==> src/rtl/des_round_key_sequencer.sv <==
// des_round_key_sequencer: iterative DES key schedule, one 48-bit subkey per
// handshake; define DES_KEY_PARITY_CHECK_EN for the odd-parity key check.
module des_round_key_sequencer (
   input  logic        clk,
   input  logic        rst,
   input  logic [1:64] key,
   input  logic        decrypt,
   input  logic        start,
   input  logic        abort,
   output logic [1:48] subkey,
   output logic [4:0]  round,
   output logic        subkey_valid,
   input  logic        subkey_ready,
   output logic        busy,
   output logic        done
`ifdef DES_KEY_PARITY_CHECK_EN
   ,
   output logic        parity_err
`endif
);

   typedef enum logic {
      S_IDLE,
      S_RUN
   } state_t;

   state_t      r_state;
   logic [1:28] r_c;
   logic [1:28] r_d;
   logic [4:0]  r_round;
   logic        r_dir;
   logic        r_done;

   logic [1:28] w_pc1_c;
   logic [1:28] w_pc1_d;
   logic [1:28] w_load_c;
   logic [1:28] w_load_d;
   logic [1:28] w_c_next;
   logic [1:28] w_d_next;
   logic [4:0]  w_next_idx;
   logic        w_two;
   logic        w_accept;

   assign w_pc1_c = {
      key[57], key[49], key[41], key[33],
      key[25], key[17], key[9],  key[1],
      key[58], key[50], key[42], key[34],
      key[26], key[18], key[10], key[2],
      key[59], key[51], key[43], key[35],
      key[27], key[19], key[11], key[3],
      key[60], key[52], key[44], key[36]
   };

   assign w_pc1_d = {
      key[63], key[55], key[47], key[39],
      key[31], key[23], key[15], key[7],
      key[62], key[54], key[46], key[38],
      key[30], key[22], key[14], key[6],
      key[61], key[53], key[45], key[37],
      key[29], key[21], key[13], key[5],
      key[28], key[20], key[12], key[4]
   };

   // Encrypt starts from C1/D1, decrypt from C16/D16 which equals C0/D0.
   assign w_load_c = decrypt ? w_pc1_c
                             : {w_pc1_c[2:28], w_pc1_c[1]};
   assign w_load_d = decrypt ? w_pc1_d
                             : {w_pc1_d[2:28], w_pc1_d[1]};

   // PC-2 straight off the C/D registers; D bits are renumbered 1..28.
   assign subkey = {
      r_c[14], r_c[17], r_c[11], r_c[24],
      r_c[1],  r_c[5],  r_c[3],  r_c[28],
      r_c[15], r_c[6],  r_c[21], r_c[10],
      r_c[23], r_c[19], r_c[12], r_c[4],
      r_c[26], r_c[8],  r_c[16], r_c[7],
      r_c[27], r_c[20], r_c[13], r_c[2],
      r_d[13], r_d[24], r_d[3],  r_d[9],
      r_d[19], r_d[27], r_d[2],  r_d[12],
      r_d[23], r_d[17], r_d[5],  r_d[20],
      r_d[16], r_d[21], r_d[11], r_d[28],
      r_d[6],  r_d[25], r_d[18], r_d[14],
      r_d[22], r_d[8],  r_d[1],  r_d[4]
   };

   // Key index whose shift amount governs the step being taken.
   assign w_next_idx = r_dir ? (5'd17 - r_round)
                             : (r_round + 5'd1);

   // Shift schedule: one position for keys 1, 2, 9 and 16, else two.
   always_comb begin
      unique case (w_next_idx)
         5'd1, 5'd2, 5'd9, 5'd16: w_two = 1'b0;
         default:                 w_two = 1'b1;
      endcase
   end

   // Rotate each 28-bit half: left when encrypting, right when decrypting.
   always_comb begin
      if (r_dir) begin
         w_c_next = w_two ? {r_c[27:28], r_c[1:26]}
                          : {r_c[28], r_c[1:27]};
         w_d_next = w_two ? {r_d[27:28], r_d[1:26]}
                          : {r_d[28], r_d[1:27]};
      end else begin
         w_c_next = w_two ? {r_c[3:28], r_c[1:2]}
                          : {r_c[2:28], r_c[1]};
         w_d_next = w_two ? {r_d[3:28], r_d[1:2]}
                          : {r_d[2:28], r_d[1]};
      end
   end

`ifdef DES_KEY_PARITY_CHECK_EN
   logic r_perr;
   logic w_par_ok;

   assign w_par_ok = (^key[1:8])   & (^key[9:16])
                   & (^key[17:24]) & (^key[25:32])
                   & (^key[33:40]) & (^key[41:48])
                   & (^key[49:56]) & (^key[57:64]);
   assign w_accept   = start & w_par_ok;
   assign parity_err = r_perr;

   // Sticky parity flag, refreshed on every start seen in IDLE.
   always_ff @(posedge clk or posedge rst) begin
      if (rst) begin
         r_perr <= 1'b0;
      end else if (!abort && r_state == S_IDLE && start) begin
         r_perr <= ~w_par_ok;
      end
   end
`else
   logic w_unused_par;

   assign w_unused_par = ^{key[8],  key[16], key[24], key[32],
                           key[40], key[48], key[56], key[64]};
   assign w_accept     = start;
`endif

   // Schedule controller: load on start, step on handshake, abort wins.
   always_ff @(posedge clk or posedge rst) begin
      if (rst) begin
         r_state <= S_IDLE;
         r_c     <= '0;
         r_d     <= '0;
         r_round <= 5'd0;
         r_dir   <= 1'b0;
         r_done  <= 1'b0;
      end else begin
         r_done <= 1'b0;
         if (abort) begin
            r_state <= S_IDLE;
            r_round <= 5'd0;
         end else begin
            unique case (r_state)
               S_IDLE: begin
                  if (w_accept) begin
                     r_c     <= w_load_c;
                     r_d     <= w_load_d;
                     r_dir   <= decrypt;
                     r_round <= 5'd1;
                     r_state <= S_RUN;
                  end
               end
               S_RUN: begin
                  if (subkey_ready) begin
                     if (r_round == 5'd16) begin
                        r_state <= S_IDLE;
                        r_round <= 5'd0;
                        r_done  <= 1'b1;
                     end else begin
                        r_c     <= w_c_next;
                        r_d     <= w_d_next;
                        r_round <= r_round + 5'd1;
                     end
                  end
               end
            endcase
         end
      end
   end

   assign round        = r_round;
   assign subkey_valid = (r_state == S_RUN);
   assign busy         = (r_state == S_RUN);
   assign done         = r_done;

endmodule

==> config.mk <==
export PLATFORM = sky130hd
export DESIGN_NAME = des_round_key_sequencer
export DESIGN_NICKNAME = d
export VERILOG_FILES = /design/src/rtl/des_round_key_sequencer.sv
export SDC_FILE = /design/constraint.sdc
export NUM_CORES = 1
export LEC_CHECK = 0
export CELL_PAD_IN_SITES_DETAIL_PLACEMENT = 1
export CELL_PAD_IN_SITES_GLOBAL_PLACEMENT = 1
export CORE_AREA = 2 2 128 130
export DETAILED_ROUTE_END_ITERATION = 8
export DIE_AREA = 0 0 130 132
export PLACE_DENSITY_LB_ADDON = 0.1
export REMOVE_ABC_BUFFERS = 1
export SLEW_MARGIN = 25
export SYNTH_ARGS = -nofsm -noshare
export SYNTH_HDL_FRONTEND = slang
export SYNTH_SLANG_ARGS = --single-unit
==> constraint.sdc <==
create_clock -name clk -period 2.9 [get_ports clk]
set_input_delay 0.725 -clock clk [delete_from_list [all_inputs] [get_ports clk]]
set_output_delay 0.725 -clock clk [all_outputs]
set_load 0.005 [all_outputs]
[Word-level counts from Yosys, hierarchy flattened]
Cells that the tools add are included.
Operators by class
  eq/ne operators: 10
  add/subtract/negate cells: 2
  mux-type cells: 31
  bitwise logic cells: 2
  reductions and logical operators: 4
Operators with widths (count)
  $mux W28: 14
  $pmux W28 S2: 2
  $mux W5: 5
  $eq A5 B5 Y1 const B: 2
  $pmux W5 S2: 1
  $mux W1: 8
  $ne A2 B2 Y1 const B: 3
  $ne A3 B3 Y1 const B: 2
  $add A5 B1 Y5 const B: 1
  $eq A5 B1 Y1 const B: 1
  $eq A5 B2 Y1 const B: 1
  $eq A5 B4 Y1 const B: 1
  $sub A5 B5 Y5 const A: 1
  $reduce_and A4 Y1: 1
  $reduce_or A4 Y1: 1
  $reduce_and A3 Y1: 1
  $not A1 Y1: 2
  $pmux W1 S2: 1
  $reduce_and A2 Y1: 1
Word-level totals
  input port bits: 70
  word-level logic and storage cells: 55
  flip-flop bits (word level): 64
  output and inout bits: 56

[Depth between registers and ports, before layout]
Gate-level depths: netlist (run 1).
  word-level depth: 9
  gate-level depth with buffers: 12
  gate-level depth less buffers: 8

[Worst setup path after synthesis (run 1)]
OpenSTA, ideal clock, no wires.
  path kind: register to register
  start point: reg r_round[0] (netlist: round[0])
  end point: reg r_c[7] (netlist bit)
  data required time: 2766 ps
  period minus slack after synthesis: 2743 ps
  path buffers: 2
  path slack: 157 ps
  library setup time: 134 ps
  arrival: 2609 ps
  stages on the path, launching flop included: 11
  path through: dfrtp_1 clkbuf_1 inv_1 ha_1 a311o_1 o2111a_1 o211ai_4 buf_6 mux2_1 a222oi_1 o21ai_1
On the way
  word-level cells in the longest chain between the ends: 9
  elaborated cells between the ends (all ways): 17
  classes of those cells: 2 x add/sub; 6 x eq/ne; 7 x mux; 2 x reduce/logical
RTL lines
  start: declaration: RTL line 30  | logic [4:0] r_round;
  start signal: assignment: RTL line 174  | r_round <= r_round + 5'd1;
  $add A5 B1 Y5 / $sub A5 B5 Y5 (equally long branches): RTL line 88, 87
  $mux W5: RTL line 87  | assign w_next_idx = r_dir ? (5'd17 - r_round)
  $eq A5 B1 Y1, or another cell as far along: RTL line 92  | unique case (w_next_idx)
  $reduce_or A4 Y1: RTL line 92
  $mux W28 (on tied branches): RTL line 106, 101
  $mux W28: RTL line 100  | if (r_dir) begin
  $mux W28: RTL line 167  | if (r_round == 5'd16) begin
  $mux W28: RTL line 166  | if (subkey_ready) begin
  $pmux W28 S2: RTL line 155  | unique case (r_state)
  end signal: assignment: RTL line 158  | r_c <= w_load_c;
  end signal: assignment: RTL line 172  | r_c <= w_c_next;
  end: declaration: RTL line 28  | logic [1:28] r_c;
Parallel ways exist; a longest one is shown, timed or not. The select of a mux whose other input is x is not followed.
A chain may end at the register's enable or synchronous reset.

[Final worst setup path (run 1)]
  start point: reg r_round[1] (netlist: round[1])
  end point: reg r_d[15] (netlist bit)
On the way
  word-level cells in the longest chain between the ends: 9
  elaborated cells between the ends (all ways): 17
  classes of those cells: 2 x add/sub; 6 x eq/ne; 7 x mux; 2 x reduce/logical
RTL lines
  $add A5 B1 Y5 / $sub A5 B5 Y5 (equally long branches): RTL line 88, 87
  $mux W5: RTL line 87
  $eq A5 B1 Y1, or another cell as far along: RTL line 92
  $reduce_or A4 Y1: RTL line 92
  $mux W28 (on tied branches): RTL line 108, 103
  $mux W28: RTL line 100
  $mux W28: RTL line 167
  $mux W28: RTL line 166
  $pmux W28 S2: RTL line 155
  end signal: assignment: RTL line 159  | r_d <= w_load_d;
  end signal: assignment: RTL line 173  | r_d <= w_d_next;
  end: declaration: RTL line 29  | logic [1:28] r_d;
Parallel ways exist; a longest one is shown, timed or not. The select of a mux whose other input is x is not followed.

==> flow_summary_export.csv, run 1 <==
group,metric,value,unit
outcome,run_status,"finished, final reports clean",
timing,period_needed,2.687,ns
clock_network,clk_pin_slew,0.06,ns
timing,grt_setup_unrepaired,"false",
floorplanning,io-pin-count,126,
route,antenna_violating_nets_post_route,0,
timing,slew_viol_final,0,
finish,number_of_nets_in_the_layout,839,
route,post_drt_wl_per_cell,19.57,µm
grt,grt_antenna_before_repair,0,
power,powerDensity,615.7,nW/µm²
timing,post_route_hold_slack,0.5273,ns
logic_synthesis,syn-cell-area,5857,µm²
setup_path,critPathRequiredTime,3.10,ns
hold_path,min_path_type,"reg -> reg",
setup_path,critical_path_class,"reg -> reg",
clock_network,clk_latency,0.34,ns
finish,antenna_cells,0,
logic_synthesis,synth_ff_type,"sky130_fd_sc_hd__dfrtp_1",
route,drcViolationCount,0,
placed_design,detailed_place_hpwl,12.84,mm
logic_synthesis,synth.lib_cells_used.distinct,53,
logic_synthesis,ys_warn_count,0,
logic_synthesis,syn_area_per_cell,7.990,µm²
finish,sequential_cell_area,1608,µm²
clock_network,tritoncts,"built",
timing,worst_slew_pin_slew,0.7707,ns
run,maxCapViolations,0,
route,route.vias.total,5870,
logic_synthesis,async_flop_share,100.0,%
logic_synthesis,synth-edff-count,0,
floorplanning,row_count,46,
timing,clock_skew,0.007295,ns
floorplanning,floorplan.die_area,17160,µm²
logic_synthesis,synth_sequential_area_ratio,27.34,%
placed_design,portBuffers,117,
finish,drive_gt1_share,7.532,%
setup_path,worstSetupEndpointType,"flop",
clock_network,clock-root-buffer,"sky130_fd_sc_hd__clkbuf_16",
power,leakagePower,2.869,nW
floorplanning,floorplan.die.width,130,µm
grt,total_global_routing_track_utilization,22.63,%
floorplanning,core,15710,µm²
floorplanning,fp.dieH,132,µm
floorplanning,initial_cell_density_of_the_core,37.28,%
logic_synthesis,postSynthCellCount,733,
timing,fmaxAchievable,0.3722,GHz
finish,multi_input_comb_area,3481,µm²
route,drt_first_pass_iters,5,
setup_path,crit_fanout,7,
clock_network,clock_sink_count,64,
power,finalPower,4.428,mW
route,viasPerCell,5.953,
grt,grt_max_degree,80,
route,drt_iter0_markers,362,
placed_design,gp_congestion,0.7704,
timing,relSlewSlack,48.31,%
setup_path,timing.critical_path.arrival,2.88,ns
clock_network,clock_tree.htree_level_count,3,
setup_path,start_kind,"flop",
timing,finalHoldViolations,0,
power,ir_drop,0.0002908,V
timing,min_period_over_period,92.64,%
clock_network,cts_buffer_depth,2,
grt,grt.overflow.total,0,
timing,finalSetupViolations,0,
finish,fill_cells,1864,
logic_synthesis,synth.ff_latch_count,64,
grt,grt_first_pass_wirelength,31.55,mm
grt,first_global_vias,6026,
finish,synthToLayoutAreaGrowth,22.77,%
route,wl,19.30,mm
clock_network,cts_buffers,9,
what timing repair did:
item,in CTS,in global routing
setup endpoints to repair,0,25
gates resized for setup,0,6
hold endpoints to repair,0,0
hold buffers,0,0
buffers inserted,0,1
per-stage QoR:
stage | instances | worst slack (ns) | setup TNS, ns | cell area (µm²) | util (%)
after floorplan | 609 | -6.345 | -336.03 | 5149 | -
after global placement | 969 | 0.2005 | 0 | 6893 | 43.87
after detailed placement | 969 | 0.05892 | 0 | 6893 | 43.87
after CTS | 985 | 0.02123 | 0 | 7164 | 45.60
after global routing | 986 | 0.06212 | 0 | 7191 | 45.76
final | 986 | 0.2134 | 0 | 7191 | 45.76
registers in the layout, summed over array words and instances, names as in the netlist:
name	flops
busy	1
r_c	28
r_d	28
round	5
r_dir	1
done	1
area by class of cell:
| class | count | share of cell area, % |
|---|---|---|
| clock buffers | 16 | 3.776 |
| inverters | 22 | 1.148 |
| multi-input cells | 523 | 48.41 |
| flip-flops and latches | 64 | 22.36 |
| well taps | 216 | 3.758 |
| repair buffers | 145 | 20.55 |
cell usage in the layout (no fill, tap or decap), types with 9 or more instances in the layout:
cell | netlist | routed
sky130_fd_sc_hd__a21boi_0 | 19 | 19
sky130_fd_sc_hd__nand2_1 | 39 | 39
sky130_fd_sc_hd__a21oi_1 | 65 | 65
sky130_fd_sc_hd__clkbuf_16 | 0 | 9
sky130_fd_sc_hd__o31ai_1 | 52 | 51
sky130_fd_sc_hd__nand3_1 | 19 | 19
sky130_fd_sc_hd__mux2i_1 | 57 | 57
sky130_fd_sc_hd__buf_4 | 53 | 19
sky130_fd_sc_hd__a31oi_1 | 36 | 36
sky130_fd_sc_hd__o21ai_0 | 62 | 62
sky130_fd_sc_hd__clkdlybuf4s50_1 | 0 | 116
sky130_fd_sc_hd__nor3_1 | 54 | 54
sky130_fd_sc_hd__dfrtp_1 | 64 | 61
sky130_fd_sc_hd__a21o_1 | 14 | 14
sky130_fd_sc_hd__o211a_1 | 16 | 16
sky130_fd_sc_hd__inv_1 | 21 | 20
metal layers:
metal	track usage, %	vias up	wire length, µm
met5	0	-	0
met4	5.675	0	205
met3	2.760	14	747
met2	37.96	124	9407
met1	30.82	2961	8938
li1	-	2771	-
synthesized netlist by cell type (4+ instances only):
library cell | number | area (µm²)
sky130_fd_sc_hd__dfrtp_1 | 64 | 1602
sky130_fd_sc_hd__nand3_1 | 19 | 95.09
sky130_fd_sc_hd__buf_1 | 7 | 26.28
sky130_fd_sc_hd__buf_4 | 53 | 397.9
sky130_fd_sc_hd__o31ai_1 | 52 | 390.4
sky130_fd_sc_hd__and2_1 | 5 | 31.28
sky130_fd_sc_hd__mux2i_1 | 57 | 570.6
sky130_fd_sc_hd__a221oi_1 | 6 | 52.55
sky130_fd_sc_hd__a21oi_1 | 65 | 325.3
sky130_fd_sc_hd__a211oi_1 | 6 | 45.04
sky130_fd_sc_hd__a22oi_1 | 6 | 45.04
sky130_fd_sc_hd__nand2_1 | 39 | 146.4
sky130_fd_sc_hd__a21o_1 | 14 | 105.1
sky130_fd_sc_hd__clkbuf_1 | 49 | 183.9
sky130_fd_sc_hd__a222oi_1 | 4 | 40.04
sky130_fd_sc_hd__o21ai_0 | 62 | 310.3
sky130_fd_sc_hd__o211a_1 | 16 | 160.2
sky130_fd_sc_hd__nor3_1 | 54 | 270.3
sky130_fd_sc_hd__mux2_2 | 6 | 67.56
sky130_fd_sc_hd__ha_1 | 4 | 50.05
sky130_fd_sc_hd__buf_6 | 4 | 45.04
sky130_fd_sc_hd__nand2b_1 | 7 | 43.79
sky130_fd_sc_hd__o211ai_1 | 5 | 37.54
sky130_fd_sc_hd__a31oi_1 | 36 | 225.2
sky130_fd_sc_hd__nor2b_1 | 4 | 25.02
sky130_fd_sc_hd__inv_1 | 21 | 78.83
sky130_fd_sc_hd__buf_2 | 11 | 55.05
sky130_fd_sc_hd__nor2_1 | 6 | 22.52
sky130_fd_sc_hd__a21boi_0 | 19 | 142.6
report_power, final:
part | switching, mW | internal [mW]
sequential | 0.369 | 1.11
combinational | 0.938 | 0.964
clock | 0.414 | 0.628
logic make-up (layout without fill, tap and decap cells):
| group | after synthesis | count (layout) | synth area share, % |
|---|---|---|---|
| DFF | 64 | 64 | 27.34 |
| buffers and inverters | 146 | 183 | 13.50 |
| AOI/OAI and AO/OA | 310 | 310 | 34.99 |
| and+or+nand+nor | 142 | 142 | 11.77 |
| xor gates and xnor gates | 3 | 3 | 0.4487 |
| adders and majority gates | 4 | 4 | 0.8546 |
| muxes | 64 | 64 | 11.09 |
worst paths after layout:
check | startpoint | endpoint | depth (start not counted) | slack, ns
setup / recovery | round[1] | r_d[15] | 9 | 0.21
hold / removal | r_d[26] | r_d[26] | 2 | 0.53
setup reg to reg | round[1] | r_d[15] | 9 | 0.21
hold reg to reg | r_d[26] | r_d[26] | 2 | 0.53
max in group asynchronous | rst | round[2] | 3 | 1.79
min in group asynchronous | rst | r_c[15] | 3 | 0.79
worst max-delay path, stage by stage (launching register included):
cell and delay (ns):
sky130_fd_sc_hd__dfrtp_2 0.42, sky130_fd_sc_hd__inv_1 0.10, sky130_fd_sc_hd__ha_1 0.33, sky130_fd_sc_hd__a311o_1 0.34, sky130_fd_sc_hd__o2111a_1 0.17, sky130_fd_sc_hd__o211ai_4 0.30, sky130_fd_sc_hd__buf_4 0.17, sky130_fd_sc_hd__mux2_2 0.33
sky130_fd_sc_hd__a222oi_1 0.24, sky130_fd_sc_hd__o21ai_0 0.14
(Power assumes the default switching activity.)
==> inputs of run 2 (changes only) <==
Settings changed: CAP_MARGIN set to 20.
==> results of run 2 <==
Final layout, timing and power as in run 1 (identical DEF).
==> inputs of run 3 (changes only) <==
Settings changed: CTS_CLUSTER_DIAMETER set to 120, TNS_END_PERCENT set to 5.
==> results of run 3 <==
Final layout, timing and power as in run 1 (identical DEF).
